==> config.mk <==
export PLATFORM = sky130hd
export DESIGN_NAME = memstream_credit_arbiter_flat
export DESIGN_NICKNAME = d
export VERILOG_FILES = /design/src/rtl/memstream_if.sv /design/src/rtl/memstream_credit_arbiter.sv /design/src/flat_wrapper.sv
export SDC_FILE = /design/constraint.sdc
export NUM_CORES = 1
export LEC_CHECK = 0
export BUFFER_PORTS_ARGS = -buffer_cell sky130_fd_sc_hd__buf_2
export CAP_MARGIN = 30
export CORE_MARGIN = 3
export CORE_UTILIZATION = 44
export DETAILED_ROUTE_END_ITERATION = 12
export PLACE_DENSITY = 0.64
export SYNTH_ARGS = -nofsm -noshare
export SYNTH_HDL_FRONTEND = slang
export SYNTH_SLANG_ARGS = --single-unit
==> constraint.sdc <==
create_clock -name aclk -period 8.4 [get_ports aclk]
set_input_delay 0.84 -clock aclk [delete_from_list [all_inputs] [get_ports aclk]]
set_output_delay 0.84 -clock aclk [all_outputs]
set_load 0.01 [all_outputs]
==> src/rtl/memstream_if.sv <==
// Bundle between the credit arbiter, the shared weight-memory read port
// and the per-stream consumers.
interface memstream_if #(
  parameter int unsigned NSTREAMS = 4,
  parameter int unsigned AWIDTH   = 14,
  parameter int unsigned DWIDTH   = 32
);
  logic                mem_en;
  logic [AWIDTH-1:0]   mem_addr;
  logic [DWIDTH-1:0]   mem_rdata;
  logic [NSTREAMS-1:0] credit_ret;
  logic [NSTREAMS-1:0] out_valid;
  logic [DWIDTH-1:0]   out_data;
  logic [NSTREAMS-1:0] credit_err;

  modport master (
    output mem_en, mem_addr, out_valid, out_data, credit_err,
    input  mem_rdata, credit_ret
  );

  modport slave (
    input  mem_en, mem_addr, out_valid, out_data, credit_err,
    output mem_rdata, credit_ret
  );
endinterface

==> src/rtl/memstream_credit_arbiter.sv <==
// Round-robin, credit-gated sharing of one synchronous-read memory port between
// NSTREAMS cyclic segment readers, with a tag pipeline steering returned words.
module memstream_credit_arbiter #(
  parameter int unsigned NSTREAMS = 4,
  parameter int unsigned AWIDTH   = 14,
  parameter int unsigned DWIDTH   = 32,
  parameter int unsigned RD_LAT   = 2,
  parameter int unsigned CREDITS  = 4,
  parameter logic [NSTREAMS*AWIDTH-1:0] OFFSETS = '0,
  parameter logic [NSTREAMS*AWIDTH-1:0] DEPTHS  = {NSTREAMS{AWIDTH'(1)}}
) (
  input  logic        aclk,
  input  logic        rst,
  input  logic        run,
  input  logic        restart,
  output logic        idle,
  memstream_if.master bus
);

  localparam int unsigned IW = (NSTREAMS > 1) ? $clog2(NSTREAMS) : 1;
  localparam int unsigned CW = $clog2(CREDITS + 1);
  localparam logic [CW-1:0] CMAX = CW'(CREDITS);

  function automatic logic [AWIDTH-1:0] seg_base(input int unsigned i);
    return OFFSETS[i*AWIDTH +: AWIDTH];
  endfunction

  function automatic logic [AWIDTH-1:0] seg_last(input int unsigned i);
    return OFFSETS[i*AWIDTH +: AWIDTH] + DEPTHS[i*AWIDTH +: AWIDTH] - AWIDTH'(1);
  endfunction

  logic [CW-1:0]       credit [NSTREAMS];
  logic [AWIDTH-1:0]   addr   [NSTREAMS];
  logic [IW-1:0]       rr;
  logic [IW-1:0]       grant_id;
  logic                grant_any;
  logic                restart_apply;
  logic                busy_next;
  logic [IW:0]         cand;
  logic [NSTREAMS-1:0] elig;
  logic [NSTREAMS-1:0] issue;
  logic [NSTREAMS-1:0] ret_onehot;
  logic [RD_LAT-1:0]   tag_v;
  logic [IW-1:0]       tag_id [RD_LAT];
  logic [DWIDTH-1:0]   rdata;

  // Returned word goes straight through; only its owner is tracked here.
  assign rdata        = bus.mem_rdata;
  assign bus.out_data = rdata;

  // Eligibility: restart is only honoured when paused and drained.
  always_comb begin
    restart_apply = restart & idle & ~run;
    elig          = '0;
    for (int unsigned i = 0; i < NSTREAMS; i++) begin
      elig[i] = run & (credit[i] != '0) & ~restart_apply;
    end
  end

  // Round-robin search starting one past the last winner.
  always_comb begin
    grant_any = 1'b0;
    grant_id  = rr;
    cand      = '0;
    for (int unsigned k = 1; k <= NSTREAMS; k++) begin
      cand = (IW+1)'(rr) + (IW+1)'(k);
      if (cand >= (IW+1)'(NSTREAMS)) begin
        cand = cand - (IW+1)'(NSTREAMS);
      end
      if (!grant_any && elig[cand[IW-1:0]]) begin
        grant_any = 1'b1;
        grant_id  = cand[IW-1:0];
      end
    end
  end

  always_comb begin
    issue = '0;
    if (grant_any) begin
      issue[grant_id] = 1'b1;
    end
    ret_onehot = '0;
    if (tag_v[RD_LAT-1]) begin
      ret_onehot[tag_id[RD_LAT-1]] = 1'b1;
    end
    // Anything in the next cycle's tag pipeline (including a new issue) keeps us busy.
    busy_next = grant_any;
    for (int k = 0; k < int'(RD_LAT) - 1; k++) begin
      busy_next = busy_next | tag_v[k];
    end
  end

  always_ff @(posedge aclk) begin
    if (rst) begin
      idle           <= 1'b1;
      bus.mem_en     <= 1'b0;
      bus.mem_addr   <= '0;
      bus.out_valid  <= '0;
      bus.credit_err <= '0;
      rr             <= IW'(NSTREAMS - 1);
      tag_v          <= '0;
      for (int unsigned k = 0; k < RD_LAT; k++) begin
        tag_id[k] <= '0;
      end
      for (int unsigned i = 0; i < NSTREAMS; i++) begin
        credit[i] <= CMAX;
        addr[i]   <= seg_base(i);
      end
    end else begin
      idle          <= ~busy_next;
      bus.mem_en    <= grant_any;
      bus.out_valid <= ret_onehot;
      if (grant_any) begin
        bus.mem_addr <= addr[grant_id];
        rr           <= grant_id;
      end
      tag_v[0]  <= grant_any;
      tag_id[0] <= grant_id;
      for (int unsigned k = 1; k < RD_LAT; k++) begin
        tag_v[k]  <= tag_v[k-1];
        tag_id[k] <= tag_id[k-1];
      end
      // Per-stream credit accounting and cyclic segment address.
      for (int unsigned i = 0; i < NSTREAMS; i++) begin
        if (issue[i] && !bus.credit_ret[i]) begin
          credit[i] <= credit[i] - CW'(1);
        end else if (!issue[i] && bus.credit_ret[i]) begin
          if (credit[i] == CMAX) begin
            bus.credit_err[i] <= 1'b1;
          end else begin
            credit[i] <= credit[i] + CW'(1);
          end
        end
        if (restart_apply) begin
          addr[i] <= seg_base(i);
        end else if (issue[i]) begin
          addr[i] <= (addr[i] == seg_last(i)) ? seg_base(i) : addr[i] + AWIDTH'(1);
        end
      end
    end
  end

endmodule

==> src/flat_wrapper.sv <==
// flat-port wrapper written by rule: the top's interface ports become plain ports
module memstream_credit_arbiter_flat 
#(
  parameter int unsigned NSTREAMS = 4,
  parameter int unsigned AWIDTH   = 14,
  parameter int unsigned DWIDTH   = 32,
  parameter int unsigned RD_LAT   = 2,
  parameter int unsigned CREDITS  = 4,
  parameter logic [NSTREAMS*AWIDTH-1:0] OFFSETS = '0,
  parameter logic [NSTREAMS*AWIDTH-1:0] DEPTHS  = {NSTREAMS{AWIDTH'(1)}}
)
  (aclk, rst, run, restart, idle, bus_mem_en, bus_mem_addr, bus_out_valid, bus_out_data, bus_credit_err, bus_mem_rdata, bus_credit_ret);
  memstream_if #(.NSTREAMS(NSTREAMS), .AWIDTH(AWIDTH), .DWIDTH(DWIDTH)) bus_i ();
  input  logic aclk;
  input  logic rst;
  input  logic run;
  input  logic restart;
  output logic idle;
  output wire logic [$bits(bus_i.mem_en)-1:0] bus_mem_en;
  output wire logic [$bits(bus_i.mem_addr)-1:0] bus_mem_addr;
  output wire logic [$bits(bus_i.out_valid)-1:0] bus_out_valid;
  output wire logic [$bits(bus_i.out_data)-1:0] bus_out_data;
  output wire logic [$bits(bus_i.credit_err)-1:0] bus_credit_err;
  input wire logic [$bits(bus_i.mem_rdata)-1:0] bus_mem_rdata;
  input wire logic [$bits(bus_i.credit_ret)-1:0] bus_credit_ret;
  assign bus_mem_en = bus_i.mem_en;
  assign bus_mem_addr = bus_i.mem_addr;
  assign bus_out_valid = bus_i.out_valid;
  assign bus_out_data = bus_i.out_data;
  assign bus_credit_err = bus_i.credit_err;
  assign bus_i.mem_rdata = bus_mem_rdata;
  assign bus_i.credit_ret = bus_credit_ret;
  memstream_credit_arbiter #(.NSTREAMS(NSTREAMS), .AWIDTH(AWIDTH), .DWIDTH(DWIDTH), .RD_LAT(RD_LAT), .CREDITS(CREDITS), .OFFSETS(OFFSETS), .DEPTHS(DEPTHS)) u_core (.aclk(aclk), .rst(rst), .run(run), .restart(restart), .idle(idle), .bus(bus_i));
endmodule
==> results.ini, run 1 <==
[run_status]
status=finished clean

[logic_synthesis]
synthArstFlopShare_pct=0
ys_ff_latch=99
synth_area_leader_cell=edfxtp_1
syn_inst=564
netlist_top_cells_area=edfxtp_1 35%, dfxtp_1 11%, mux2i_1 7.5%, nor2_1 5.5%, xor2_1 4.7%
netlist_area_mm2=0.00576
syn-num-nets=618
avgSynthCellArea_um2=10.2
synth_top_area_share_pct=35.5
ys.flop_type=edfxtp_1
ys_warn_count=0
ys_seq_area_share_pct=46.2
synth_edf_count=68
synth_cell_type_count=59

[sta]
drv_slew=0
final_hold_viol_count=0
setup_viol=0
setup_slack_ps=4940
max_freq_mhz=289
fin_setup_tns_ps=0
rsz0062_at_grt=false
tightest_slew_ps=968
slew_headroom_pct=35.4
finalClockSkew_ps=12.6
fin_crit_sh_pct=41.2
holdWs_ps=452
period_minus_slack_ps=3460

[finish]
final_cell_area_mm2=0.00609
layout_common_cells=84 x nor2_1, 68 x edfxtp_1, 43 x mux2i_1
final_common_cell=nor2_1
layout.cells.non_filler=733
diodes=0
area_growth_pct=5.71
drive_above_1_share_pct=11.8
utilization_pct=47.9
nNetsFinal=610

[route]
avgViaCountPerCell=5.62
wirelength_um=12600
routedWlPerCell_um=17.1
ant_nets=0
drtIter0Drc=272
vias=4121
drc_errors=0
drtPass1Iterations=5

[critical_path]
cpPeakStageDelay_ps=440
worstPathArrival_ps=3570
cp_common_cell=or3_1
critPathSlowestCell=fa_1
reg2reg_depth=12
worstPathRequired_ps=8510
critical_path_class=reg2reg
path_cells=inv_1 -> ha_1 -> nor2b_1 -> a221o_1 -> a22oi_1 -> nor2_1 -> or3_1 -> fa_1 -> and2_1 -> or3_1 -> mux2i_1 -> nand2b_1
crit_path_max_fanout=5
worstSetupStartpointType=flip-flop
end_kind=flip-flop

[power_and_ir_drop]
switching_power_uw=417
sw_frac_of_total_pct=31.5
pwr-share-comb_pct=19.2
intPower_uw=908
ir_drop_mv=0.101
finalPower_mw=1.32
p_per_area_mw_per_mm2=218
clkPwrFrac_pct=31.1
seqPwrFrac_pct=49.7
leakage_nw=2.30

[die]
core-area_mm2=0.0127
die_y_um=120
rows=41
pin_count=96
chipWidth_um=120
die_area_mm2=0.0145
initial_core_util_pct=45.3

[hold_path]
hold_class=reg2reg
holdPathStages=1

[global_routing]
grt_first_pass_wirelength_um=20400
grt_use_total_pct=17.8
grt_start_max_net_pins=34
overflow=0
grt_pass1_vias=3912
antenna_found_initial=0

[run]
drv_cap=0

[place]
dp.cells=717
placed_area_mm2=0.00580
pre_cts_slack_ps=4670
dp_hpwl_um=8810
io_buffer_count=31
globalplace.congestion=0.865

[clock_tree]
clkTransAtPathRegs_ps=70
hold_buffers=0
cts_tree=yes
cts.repair.resized=0
cts_buffers=9
clkLatencyLatePin_ps=360
cts-root-buf=clkbuf_16
clock_sinks=99
cts_setup_buffers=0
clockBufferDepth=2
htreeDepth=3

[power groups by stage]
stage | clock (mW) | sequential [mW] | combinational, mW
after floorplan | 0 | 0.645 | 0.214
after global placement | 0 | 0.666 | 0.248
after detailed placement | 0 | 0.667 | 0.254
after CTS | 0.420 | 0.657 | 0.256
after global routing | 0.438 | 0.668 | 0.284
final | 0.412 | 0.658 | 0.254
[area by class of cell]
cell class / count / area, um^2
repair buffers: 35 / 185
well taps: 172 / 215
fillers: 1204 / 6630
inverters: 21 / 78.8
clock inverters: 7 / 63.8
clock buffers: 9 / 225
flip-flops and latches: 99 / 2660
multi-input cells: 390 / 2660
[logic make-up after synthesis]
group                    Yosys count  share of synthesized area, %
flip-flops                        99                          46.2
multiplexers                      44                          7.67
AND/OR/NAND/NOR                  223                          19.3
XOR/XNOR                          48                          7.30
AO/OA/AOI/OAI                     61                          8.32
buffers and inverters             75                          7.78
adder cells (fa/ha/maj)           14                          3.43
[Yosys cell counts, types with 11 or more instances]
| library cell | number |
|---|---|
| buf_4 | 34 |
| dfxtp_1 | 31 |
| edfxtp_1 | 68 |
| ha_1 | 11 |
| inv_1 | 21 |
| mux2i_1 | 43 |
| nand2_1 | 31 |
| nand3_1 | 24 |
| nand4_1 | 12 |
| nor2_1 | 84 |
| nor3_1 | 16 |
| xnor2_1 | 17 |
| xor2_1 | 31 |
[sequential cells by signal (all words and copies together), names as in the netlist]
register and count:
u_core.addr 56, u_core.bus.mem_addr 14, u_core.credit 12, u_core.bus.credit_err 4, u_core.bus.out_valid 4, u_core.tag_id 4, u_core.rr 2, u_core.tag_v 2
u_core.idle 1
[routing by layer]
| metal | track usage (%) | vias up | routed length, um |
|---|---|---|---|
| met5 | 0 | - | 0 |
| met4 | 7.01 | 0 | 298 |
| met3 | 3.79 | 25 | 629 |
| met2 | 27.3 | 124 | 5620 |
| met1 | 24.6 | 1992 | 6020 |
| li1 | - | 1980 | - |
[worst paths after layout]
kind	start	slack [ps]	end
hold / removal	u_core.tag_id[0][1]	450	u_core.tag_id[0][3]
setup reg to reg	u_core.credit[3][0]	4940	u_core.credit[1][2]
hold reg to reg	u_core.tag_id[0][1]	450	u_core.tag_id[0][3]
setup / recovery	u_core.credit[3][0]	4940	u_core.credit[1][2]
[worst max-delay path, delay by kind of cell (launching register included)]
kind	cells	cell delay, ps
buffers and inverters	1	70
and+or+nand+nor	6	1330
adders and majority gates	2	680
AOI/OAI and AO/OA	2	600
muxes	1	140
DFF	1	380
No activity file was read; power rests on OpenSTA's default activity.
==> run 2: changes to the inputs <==
--- a/config.mk
+++ b/config.mk
@@ -10,7 +10,7 @@
 export CORE_MARGIN = 3
 export CORE_UTILIZATION = 44
 export DETAILED_ROUTE_END_ITERATION = 12
-export PLACE_DENSITY = 0.64
+export PLACE_DENSITY = 0.66
 export SYNTH_ARGS = -nofsm -noshare
 export SYNTH_HDL_FRONTEND = slang
 export SYNTH_SLANG_ARGS = --single-unit
==> constraint.sdc (replaced) <==
create_clock -name aclk -period 3 [get_ports aclk]
set_input_delay 0.3 -clock aclk [delete_from_list [all_inputs] [get_ports aclk]]
set_output_delay 0.3 -clock aclk [all_outputs]
set_load 0.01 [all_outputs]
==> results.ini, run 2 (same netlist as run 1, synthesis figures left out) <==
[route]
wirelength_um=12600
drc_errors=0
ant_nets=0
routedWlPerCell_um=16.6
vias=4181
drtIter0Drc=307
avgViaCountPerCell=5.54
drtPass1Iterations=4

[sta]
period_minus_slack_ps=2970
final_hold_viol_count=0
finalClockSkew_ps=6.77
setup_viol=0
max_freq_mhz=336
fin_crit_sh_pct=99.1
holdWs_ps=220
slew_headroom_pct=56.7
tightest_slew_ps=645
drv_slew=0
rsz0062_at_grt=true

[critical_path]
critical_path_class=reg2reg
critPathSlowestCell=fa_2
crit_path_max_fanout=2
r2r_start=u_core.credit[3][0]
end_kind=flip-flop
worstPathRequired_ps=3100
path_cells=inv_2 -> ha_2 -> nor2b_1 -> a221o_1 -> a22oi_2 -> nor2_2 -> or3_4 -> fa_2 -> and2_4 -> or3_1 -> mux2i_1 -> nand2b_1
path_delay_family=simple AND/OR/NAND/NOR gates
cp-startpoint=u_core.credit[3][0]
worstPathArrival_ps=3070
crit_buf_inv=1
worstSetupStartpointType=flip-flop
cpPeakStageDelay_ps=370

[finish]
largest_reg_flops=56
drive_above_1_share_pct=16.0
final_common_cell=nor2_1
nNetsFinal=632
final_cell_area_mm2=0.00626
top_register=u_core.addr
diodes=0
layout_common_cells=83 x nor2_1, 68 x edfxtp_1, 43 x mux2i_1
area_growth_pct=8.67
top_regs=u_core.addr x56, u_core.bus.mem_addr x14, u_core.credit x12

[hold_path]
hold_class=in2reg
hold_start=rst

[die]
core-area_mm2=0.0127
rows=41
die_y_um=120
pin_count=96
die_area_mm2=0.0145
initial_core_util_pct=45.3
chipWidth_um=120

[clock_tree]
cts_buffers=9
htreeDepth=3
clkLatencyLatePin_ps=350
clockBufferDepth=2
hold_buffers=0
cts-root-buf=clkbuf_16
clkTransAtPathRegs_ps=60
cts_tree=yes
clock_sinks=99

[place]
placed_area_mm2=0.00599
io_buffer_count=31
dp_hpwl_um=8780
globalplace.congestion=0.878

[power_and_ir_drop]
p_per_area_mw_per_mm2=583
finalPower_mw=3.65
leakage_nw=2.38
ir_drop_mv=0.424

[global_routing]
grt_pass1_vias=4064
grt_first_pass_wirelength_um=20500
antenna_found_initial=0
overflow=0
grt_use_total_pct=17.7
grt_start_max_net_pins=31

[run_status]
status=finished clean

[run]
drv_cap=0

run 2: stage by stage:
step                setup slack [ps]  cells  util (%)  setup TNS, ps
floorplan                       7.45    564         -              0
global placement                35.7    738      47.1              0
detailed placement             -34.2    738      47.1          -34.2
CTS                             9.22    755      49.1              0
global route                    -108    755      49.2           -108
finish                          27.0    755      49.2              0
run 2: cell type report:
type / instances / area (um^2)
multi-input combinational: 390 / 2680
inverter: 21 / 78.8
clock inverter: 3 / 16.3
tap: 172 / 215
timing repair buffer: 57 / 363
fill: 1215 / 6460
sequential: 99 / 2660
clock buffer: 13 / 240
run 2: path summary, 6_finish.rpt:
kind	cells past startpoint	slack, ps	endpoint
hold / removal	2	220	u_core.bus.credit_err[1]
setup / recovery	12	30	u_core.credit[1][2]
setup reg to reg	12	30	u_core.credit[1][2]
hold reg to reg	1	440	u_core.tag_id[0][2]
run 2: per-layer routing:
| metal | global-route usage (%) | share of wire, % |
|---|---|---|
| met5 | 0 | 0 |
| met4 | 5.74 | 2.0 |
| met3 | 5.24 | 6.7 |
| met2 | 27.1 | 45 |
| met1 | 24.2 | 46 |
run 2: report_power, final:
part	switching [mW]	total (mW)	internal [mW]
Sequential	0.200	1.84	1.64
Clock	0.474	1.03	0.559
Combinational	0.409	0.776	0.367
run 2: timing repair:
item                       4_1_cts  5_1_grt
setup endpoints to repair        1        3
gates resized for setup          0        5
buffers inserted                 1        0
pin swaps                        3        2
